File: src/rtl/instr_mem_loadable_if.sv
// instr_mem_loadable_if: fetch port and byte-stream loader bus of the instruction memory.
// IMEM_PARITY_EN adds the parity_err / inj_parity signals.
interface instr_mem_loadable_if #(
  parameter int ADDR_W      = 32,
  parameter int DATA_W      = 32,
  parameter int DEPTH_WORDS = 64
);
  localparam int WW = $clog2(DEPTH_WORDS) + 1;
  logic              freeze;
  logic [ADDR_W-1:0] pc;
  logic [DATA_W-1:0] instruction;
  logic              instr_valid;
  logic              misaligned;
  logic              out_of_range;
  logic              ld_start;
  logic              ld_byte_valid;
  logic [7:0]        ld_byte;
  logic              ld_last;
  logic              ld_ready;
  logic              ld_done;
  logic [WW-1:0]     ld_words;
`ifdef IMEM_PARITY_EN
  logic              parity_err;
  logic              inj_parity;
`endif
  modport master (
`ifdef IMEM_PARITY_EN
    input  parity_err,
    output inj_parity,
`endif
    output freeze, pc, ld_start, ld_byte_valid, ld_byte, ld_last,
    input  instruction, instr_valid, misaligned, out_of_range, ld_ready, ld_done, ld_words
  );
  modport slave (
`ifdef IMEM_PARITY_EN
    output parity_err,
    input  inj_parity,
`endif
    input  freeze, pc, ld_start, ld_byte_valid, ld_byte, ld_last,
    output instruction, instr_valid, misaligned, out_of_range, ld_ready, ld_done, ld_words
  );
endinterface

File: src/rtl/instr_mem_loadable.sv
// instr_mem_loadable: loadable word memory with registered, freezable, range-checked fetch port.
// Define IMEM_PARITY_EN to store an even-parity bit per word and flag mismatches on fetch.
module instr_mem_loadable #(
  parameter int ADDR_W                    = 32,
  parameter int DEPTH_WORDS               = 64,
  parameter int DATA_W                    = 32,
  parameter logic [DATA_W-1:0] NOP_WORD   = 32'hE1A00000
) (
  input logic clk,
  input logic rst,
  instr_mem_loadable_if.slave bus
);
  localparam int BPW = DATA_W / 8;
  localparam int BW  = $clog2(BPW);
  localparam int AW  = $clog2(DEPTH_WORDS);
  localparam logic [BW-1:0] LAST_LANE = BW'(BPW - 1);
  localparam logic [AW:0]   LAST_WORD = (AW + 1)'(DEPTH_WORDS - 1);
  typedef enum logic [1:0] {IDLE, LOAD, DONE} state_t;
  state_t            state_q;
  logic [BW-1:0]     lane_q;
  logic [AW:0]       wptr_q, words_q;
  logic [DATA_W-1:0] asm_q, word_d, instr_q;
  logic              valid_q, mis_q, oor_q, ready_q, done_q;
  logic [DATA_W-1:0] mem [DEPTH_WORDS];
  logic              take, wr_en, last_d, mis_d, oor_d, perr, ok;
  logic [AW-1:0]     ridx;
  assign take   = state_q == LOAD && ready_q && bus.ld_byte_valid;
  assign wr_en  = take && (bus.ld_last || lane_q == LAST_LANE);
  assign last_d = bus.ld_last || wptr_q == LAST_WORD;
  assign mis_d  = |bus.pc[BW-1:0];
  assign oor_d  = |bus.pc[ADDR_W-1:BW+AW];
  assign ridx   = bus.pc[BW+AW-1:BW];
  assign ok     = !mis_d && !oor_d && !perr;
  // Lanes below the current one are already assembled; lanes above pad with NOP bytes.
  always_comb begin
    word_d = asm_q;
    for (int i = 0; i < BPW; i++)
      word_d[8*i +: 8] = BW'(i) < lane_q ? asm_q[8*i +: 8] :
                         BW'(i) == lane_q ? bus.ld_byte : NOP_WORD[8*i +: 8];
  end
  always_ff @(posedge clk)
    if (wr_en) mem[wptr_q[AW-1:0]] <= word_d;
`ifdef IMEM_PARITY_EN
  logic par_mem [DEPTH_WORDS];
  logic perr_q;
  assign perr = par_mem[ridx] ^ (^mem[ridx]);
  assign bus.parity_err = perr_q;
  always_ff @(posedge clk)
    if (wr_en) par_mem[wptr_q[AW-1:0]] <= (^word_d) ^ bus.inj_parity;
  always_ff @(posedge clk or negedge rst)
    if (!rst) perr_q <= 1'b0;
    else if (state_q != IDLE) perr_q <= 1'b0;
    else if (!bus.freeze) perr_q <= !mis_d && !oor_d && perr;
`else
  assign perr = 1'b0;
`endif
  always_ff @(posedge clk or negedge rst) begin
    if (!rst) begin
      state_q <= IDLE;
      lane_q  <= '0;
      wptr_q  <= '0;
      asm_q   <= '0;
      words_q <= '0;
      instr_q <= NOP_WORD;
      valid_q <= 1'b0;
      mis_q   <= 1'b0;
      oor_q   <= 1'b0;
      ready_q <= 1'b0;
      done_q  <= 1'b0;
    end else begin
      if (state_q != IDLE) begin
        instr_q <= NOP_WORD;
        valid_q <= 1'b0;
        mis_q   <= 1'b0;
        oor_q   <= 1'b0;
      end else if (!bus.freeze) begin
        instr_q <= ok ? mem[ridx] : NOP_WORD;
        valid_q <= ok;
        mis_q   <= mis_d;
        oor_q   <= oor_d;
      end
      case (state_q)
        IDLE: if (bus.ld_start) begin
          state_q <= LOAD;
          lane_q  <= '0;
          wptr_q  <= '0;
          asm_q   <= '0;
          ready_q <= 1'b1;
        end
        LOAD: if (take) begin
          asm_q  <= word_d;
          lane_q <= wr_en ? '0 : lane_q + 1'b1;
          if (wr_en) wptr_q <= wptr_q + 1'b1;
          if (wr_en && last_d) begin
            state_q <= DONE;
            ready_q <= 1'b0;
            done_q  <= 1'b1;
            words_q <= wptr_q + 1'b1;
          end
        end
        DONE: begin
          done_q  <= 1'b0;
          state_q <= IDLE;
        end
        default: state_q <= IDLE;
      endcase
    end
  end
  assign bus.instruction  = instr_q;
  assign bus.instr_valid  = valid_q;
  assign bus.misaligned   = mis_q;
  assign bus.out_of_range = oor_q;
  assign bus.ld_ready     = ready_q;
  assign bus.ld_done      = done_q;
  assign bus.ld_words     = words_q;
endmodule

File: src/flat_wrapper.sv
// flat-port wrapper written by rule: the top's interface ports become plain ports
module instr_mem_loadable_flat 
#(
  parameter int ADDR_W                    = 32,
  parameter int DEPTH_WORDS               = 64,
  parameter int DATA_W                    = 32,
  parameter logic [DATA_W-1:0] NOP_WORD   = 32'hE1A00000
)
  (clk, rst, bus_freeze, bus_pc, bus_ld_start, bus_ld_byte_valid, bus_ld_byte, bus_ld_last, bus_instruction, bus_instr_valid, bus_misaligned, bus_out_of_range, bus_ld_ready, bus_ld_done, bus_ld_words);
  instr_mem_loadable_if #(.ADDR_W(ADDR_W), .DATA_W(DATA_W), .DEPTH_WORDS(DEPTH_WORDS)) bus_i ();
  input logic clk;
  input logic rst;
  input wire logic [$bits(bus_i.freeze)-1:0] bus_freeze;
  input wire logic [$bits(bus_i.pc)-1:0] bus_pc;
  input wire logic [$bits(bus_i.ld_start)-1:0] bus_ld_start;
  input wire logic [$bits(bus_i.ld_byte_valid)-1:0] bus_ld_byte_valid;
  input wire logic [$bits(bus_i.ld_byte)-1:0] bus_ld_byte;
  input wire logic [$bits(bus_i.ld_last)-1:0] bus_ld_last;
  output wire logic [$bits(bus_i.instruction)-1:0] bus_instruction;
  output wire logic [$bits(bus_i.instr_valid)-1:0] bus_instr_valid;
  output wire logic [$bits(bus_i.misaligned)-1:0] bus_misaligned;
  output wire logic [$bits(bus_i.out_of_range)-1:0] bus_out_of_range;
  output wire logic [$bits(bus_i.ld_ready)-1:0] bus_ld_ready;
  output wire logic [$bits(bus_i.ld_done)-1:0] bus_ld_done;
  output wire logic [$bits(bus_i.ld_words)-1:0] bus_ld_words;
  assign bus_i.freeze = bus_freeze;
  assign bus_i.pc = bus_pc;
  assign bus_i.ld_start = bus_ld_start;
  assign bus_i.ld_byte_valid = bus_ld_byte_valid;
  assign bus_i.ld_byte = bus_ld_byte;
  assign bus_i.ld_last = bus_ld_last;
  assign bus_instruction = bus_i.instruction;
  assign bus_instr_valid = bus_i.instr_valid;
  assign bus_misaligned = bus_i.misaligned;
  assign bus_out_of_range = bus_i.out_of_range;
  assign bus_ld_ready = bus_i.ld_ready;
  assign bus_ld_done = bus_i.ld_done;
  assign bus_ld_words = bus_i.ld_words;
  instr_mem_loadable #(.ADDR_W(ADDR_W), .DEPTH_WORDS(DEPTH_WORDS), .DATA_W(DATA_W), .NOP_WORD(NOP_WORD)) u_core (.clk(clk), .rst(rst), .bus(bus_i));
endmodule
File: config.mk
export PLATFORM = sky130hd
export DESIGN_NAME = instr_mem_loadable_flat
export DESIGN_NICKNAME = d
export VERILOG_FILES = /design/src/rtl/instr_mem_loadable_if.sv /design/src/rtl/instr_mem_loadable.sv /design/src/flat_wrapper.sv
export SDC_FILE = /design/constraint.sdc
export NUM_CORES = 2
export LEC_CHECK = 0
export BUFFER_PORTS_ARGS = -buffer_cell sky130_fd_sc_hd__buf_2
export CAP_MARGIN = 30
export CELL_PAD_IN_SITES_DETAIL_PLACEMENT = 0
export CELL_PAD_IN_SITES_GLOBAL_PLACEMENT = 2
export CORE_MARGIN = 1
export CORE_UTILIZATION = 30
export DETAILED_ROUTE_END_ITERATION = 6
export HOLD_SLACK_MARGIN = 0.05
export PLACE_DENSITY = 0.63
export SLEW_MARGIN = 20
export SYNTH_ARGS = -nofsm -noshare
export SYNTH_HDL_FRONTEND = slang
export SYNTH_SLANG_ARGS = --single-unit
File: constraint.sdc
create_clock -name clk -period 6.35 [get_ports clk]
set_input_delay 1.27 -clock clk [delete_from_list [all_inputs] [get_ports clk]]
set_output_delay 1.27 -clock clk [all_outputs]
set_load 0.02 [all_outputs]
==> Yosys cells after proc, flatten, opt, wreduce, memory -nomap -nowiden <==
Memories as Yosys holds them, arrays and structs flattened.
Index checks and enable logic that the tools add are counted.
{ "classes": {"add_sub_neg": 2, "multipliers": 0, "div_mod_pow": 0, "n_lt_le_gt_ge": 4, "n_eq_ne": 12, "shift": 0, "n_mux": 41, "bitwise": 0, "n_reduce_logical": 22} }
{ "op_table": {"columns": ["cell", "n"], "rows": [
  ["$mux W32", 5],
  ["$mux W8", 8],
  ["$pmux W32 S2", 1],
  ["$reduce_or A24 Y1", 1],
  ["$mux W7", 3],
  ["$pmux W7 S2", 1],
  ["$mux W1", 13],
  ["$mux W2", 6],
  ["$reduce_and A3 Y1", 4],
  ["$pmux W2 S2", 2],
  ["$reduce_and A4 Y1", 2],
  ["$add A7 B1 Y7 const B", 1],
  ["$eq A7 B6 Y1 const B", 1],
  ["$ne A2 B1 Y1 const B", 3],
  ["$reduce_bool A2 Y1", 3],
  ["$logic_and A1 B1 Y1", 5],
  ["$eq A2 B2 Y1 const A", 2],
  ["$eq A2 B2 Y1 const B", 2],
  ["$logic_not A2 Y1", 2],
  ["$lt A1 B2 Y1 const A", 2],
  ["$lt A2 B2 Y1 const A", 2],
  ["$ne A2 B2 Y1 const B", 2],
  ["$pmux W1 S2", 2],
  ["$add A2 B1 Y2 const B", 1],
  ["5 further kinds", 7]
]} }
{ "totals": {"register_bits": 87, "latch_bits": 0, "ram_bits": 2048, "romBits": 0, "input_bits": 46, "word_cells": 93, "memories": 1} }
{ "memory_table": {"columns": ["memory", "depth", "word_bits", "read_ports", "rd_clocked_by_memory_dff", "wr", "line_no", "text"], "rows": [
  ["u_core.mem", 64, 32, 1, 0, 1, "instr_mem_loadable.sv:24", "logic [DATA_W-1:0] mem [DEPTH_WORDS];"]
]} }

==> Longest topological paths before layout <==
{ "depth": {"depth_word": 8, "depth_mapped": 11} }

==> Worst setup path after synthesis <==
No wires, ideal clock.
{ "synth_timing": {"path_kind": "input -> register", "startpoint": "input bus_ld_byte[2]", "endpoint": "memory u_core.mem[0][10] (data pin)", "setup_time_ps": 710, "arrival_ps": 3882, "required_ps": 5640, "slack_ps": 1758, "path_stages": 2, "n_path_buf": 0, "path_cell_list": "nand2_1 -> o21ai_0"} }
{ "synth_via": {"elab_chain_cells": 2} }
{ "synth_lines": {"columns": ["element", "line_no", "text"], "rows": [
  ["from (decl)", "flat_wrapper.sv:17", "input wire logic [$bits(bus_i.ld_byte)-1:0] bus_ld_byte;"],
  ["$mux W8", "instr_mem_loadable.sv:39", "BW'(i) == lane_q ? bus.ld_byte : NOP_WORD[8*i +: 8];"],
  ["$mux W8", "instr_mem_loadable.sv:38", "word_d[8*i +: 8] = BW'(i) < lane_q ? asm_q[8*i +: 8] :"],
  ["via u_core.word_d[10]", "instr_mem_loadable.sv:22", "logic [DATA_W-1:0] asm_q, word_d, instr_q;"],
  ["to (decl)", "instr_mem_loadable.sv:24", null]
]} }
The timed path passes the listed nets, and every way through them passes these cells.

==> Final worst setup path <==
{ "layout_timing": {"startpoint": "register u_core.lane_q[1]", "endpoint": "memory u_core.mem[60][9], enable pin"} }
{ "layout_via": {"elab_chain_cells": 5} }
{ "layout_lines": {"columns": ["element", "line_no", "text"], "rows": [
  ["from (decl)", "instr_mem_loadable.sv:20", "logic [BW-1:0] lane_q;"],
  ["from (signal assigned)", "instr_mem_loadable.sv:92", "lane_q <= wr_en ? '0 : lane_q + 1'b1;"],
  ["$eq A2 B2 Y1", "instr_mem_loadable.sv:28", "assign wr_en = take && (bus.ld_last || lane_q == LAST_LANE);"],
  ["$logic_or A1 B1 Y1", "instr_mem_loadable.sv:28", null],
  ["$logic_and A1 B1 Y1", "instr_mem_loadable.sv:28", null],
  ["$mux W1", "instr_mem_loadable.sv:42", "if (wr_en) mem[wptr_q[AW-1:0]] <= word_d;"],
  ["$mux W1 (not written as such)", "instr_mem_loadable.sv:42", null]
]} }
No other way between the ends.

==> flow_summary.toml <==
[pwr]
ir_drop_mv = 0.2707
power_frac_comb_pct = 8.7
p_seq_share_pct = 52.0
swShare_pct = 24.11
internal-power_uw = 24050
power.density_mw_per_mm2 = 332.6
p_leak_uw = 0.03098
power_uw = 31690
p_clk_share_pct = 39.3
p_sw_uw = 7639

[global_routing]
grt_max_degree = 84
grt_usage_pct = 16.97
grt_pass1_vias = 41970
grt_overflow = 0
antenna_found_initial = 13
grt_pass1_wl_mm = 332.4

[clocking]
cts_tree = "yes"
clkTransAtPathRegs_ns = 0.06
cts-htree-levels = 4
clkLatencyLatePin_ns = 0.87
holdBufCountCts = 0
cts_resized = 0
numCtsBuffers = 214
cts_setup_buffers = 0
cts-root-buf = "clkbuf_16"
clock_sinks = 2127
clockBufferDepth = 3

[floorplanning]
initial_core_util_pct = 30.26
die_w_um = 525.3
pin_count = 90
die_area_mm2 = 0.2759
rows = 191
core_mm2 = 0.2715
die_h_um = 525.3

[yosys]
postSynthAreaPerCell_um2 = 21.28
synthCells = 3860
yosys_warnings = 0
synthDistinctLibCells = 67
syn-num-nets = 3916
synth_ff_type = "edfxtp_1"
ys_top_cells_by_area = "edfxtp_1 75%, mux4_2 12%, mux2_2 3.4%"
synthArstFlopShare_pct = 3.714
synth_area_mm2 = 0.08215
ys_seq_elements = 2127
yosysTopAreaCell = "edfxtp_1"
synth-edff-count = 2048
synth_top_area_share_pct = 74.86
ys_seq_area_share_pct = 77.28

[critical_path]
worst_setup_path_start_kind = "flip-flop"
reg2reg_from = "u_core.lane_q[1]"
path_max_fanout = 17
critPathKind = "reg2reg"
timing.rr.end = "u_core.mem[60][9]"
crit_required_ns = 6.85
endpoint_kind = "flip-flop"
worstRegToRegCells = 6
rrSetupSlack_ns = 2.18
arrival_ns = 4.67

[layout]
drive_above_1_share_pct = 31.64
seq_area_mm2 = 0.06348
layout.nets = 4178
fillers = 25180
area_growth_pct = 15.98
multi_input_area_mm2 = 0.01827

[timing]
final-setup-viol-count = 0
fin_skew_ns = 0.05229
setup_ws_ns = 2.181
finalHoldViolCount = 0
fin_crit_ns = 4.169
worst_slew_pin_slew_ns = 1.032
rsz0062_at_grt = "false"
period_share_pct = 65.65
relSlewSlack_pct = 31.23
fin_setup_tns_ns = 0
fmax_ghz = 0.2399
slew_viol_final = 0

[route]
wl_per_cell_um = 30.06
drc = 0
viasPerCell = 5.140
vias = 40510
drtPass1Iterations = 5
antenna_left = 0
drt_iter0_drc = 4005
routed_wl_mm = 236.9

[flow_run]
cap_violations = 0

[placement]
place_congestion = 0.7542
place_ws_ns = 1.470
portBuffers = 89
place_hpwl_mm = 136.3

[worst_hold_path]
hold_class = "in2async"

[run_status]
status = "completed"
layer usage:
metal	wire length [um]	global-route usage, %	up-vias
li1	-	-	16720
met1	101000	22.71	22320
met2	118600	28.87	1200
met3	12160	2.481	270
met4	5099	4.264	2
met5	10	0	-
power groups by stage:
stage	clock, uW	combinational (uW)	sequential [uW]
after floorplan	0	1470	16800
after global placement	0	2650	16800
after detailed placement	0	2780	16800
after CTS	12700	2780	16500
after global routing	13200	2940	16500
final	12500	2740	16500
through the flow:
step	area, um2	instances	hold slack [ns]	utilization, %
final	95280	7882	0.3000	35.09
after global routing	95270	7879	0.2823	35.09
after CTS	95240	7876	0.2326	35.08
after detailed placement	88330	7474	0.4652	32.54
after global placement	88120	7465	0.4638	32.46
after floorplan	82150	3860	0.5062	-
cell usage in the layout (no fill, tap or decap), types with 26 or more instances in the layout:
cell       synthesis  final
and2_1            35     30
edfxtp_1        2048   2048
clkbuf_1          99     55
buf_4             25    160
or3_1             37     37
nor2_4             0     65
buf_2             66     84
clkbuf_16          0    215
a22oi_1           94     94
o22ai_1          116    116
clkinv_2           0     37
mux2_2           246    244
mux2i_1           39     39
mux4_2           426    426
nand2_1          112    111
nor2_1            92     26
dfrtp_1           73     73
clkinv_1           1     41
cell families after synthesis:
group	after synthesis	synth area share, %
flops	2127	77.28
mux	715	15.58
simple gates	406	2.448
compound gates	366	3.112
buf+inv	231	1.378
fa+ha+maj	10	0.1523
xor+xnor	5	0.05332
Yosys cell counts, drive strengths merged (14+ instances only):
cell	instances
o22ai	116
nor2	92
mux2i	39
mux4	426
nor2b	21
a21oi	19
o21ai	49
edfxtp	2048
buf	122
nand2	112
nand4	21
a22oi	94
mux2	250
nand3	17
nor3	22
a32o	17
or3	37
dfrtp	73
and2	35
nand2b	14
a221o	18
clkbuf	99
how the worst max path moves through the flow:
stage	start	slack [ns]	depth (start not counted)	endpoint
2_1_floorplan	bus_ld_byte[2]	1.76	2	u_core.mem[0][10]
3_3_place_gp	bus_pc[2]	1.27	7	u_core.bus.instruction[9]
3_5_place_dp	bus_pc[2]	1.47	7	u_core.bus.instruction[9]
4_1_cts	u_core.lane_q[1]	2.11	6	u_core.mem[60][29]
5_1_grt	u_core.lane_q[1]	1.96	6	u_core.mem[60][29]
6_report	u_core.lane_q[1]	2.18	6	u_core.mem[60][9]
area by class of cell:
cell class | count | area share, %
timing repair buffer | 267 | 2.196
tap | 3570 | 4.688
clock buffer | 285 | 6.080
antenna | 4 | 0.01051
sequential | 2127 | 66.63
multi-input combinational | 1502 | 19.18
clock inverter | 117 | 1.173
inverter | 10 | 0.04071
flip-flops by register name, indices dropped and copies added (netlist names):
register,count
u_core.mem,2048
u_core.bus.instruction,32
u_core.asm_q,24
u_core.bus.ld_words,7
u_core.wptr_q,7
u_core.lane_q,2
u_core.state_q,2
u_core.bus.instr_valid,1
u_core.bus.ld_done,1
u_core.bus.ld_ready,1
u_core.bus.misaligned,1
u_core.bus.out_of_range,1
critical path: stages (launching register included):
cell and delay [ns]:
dfrtp_1 0.72, ha_2 0.39, nor2_1 0.12, nor3_1 0.48, nand2_1 0.66, nor2_4 0.92, buf_4 0.49
Power figures use the tool's default switching activity.
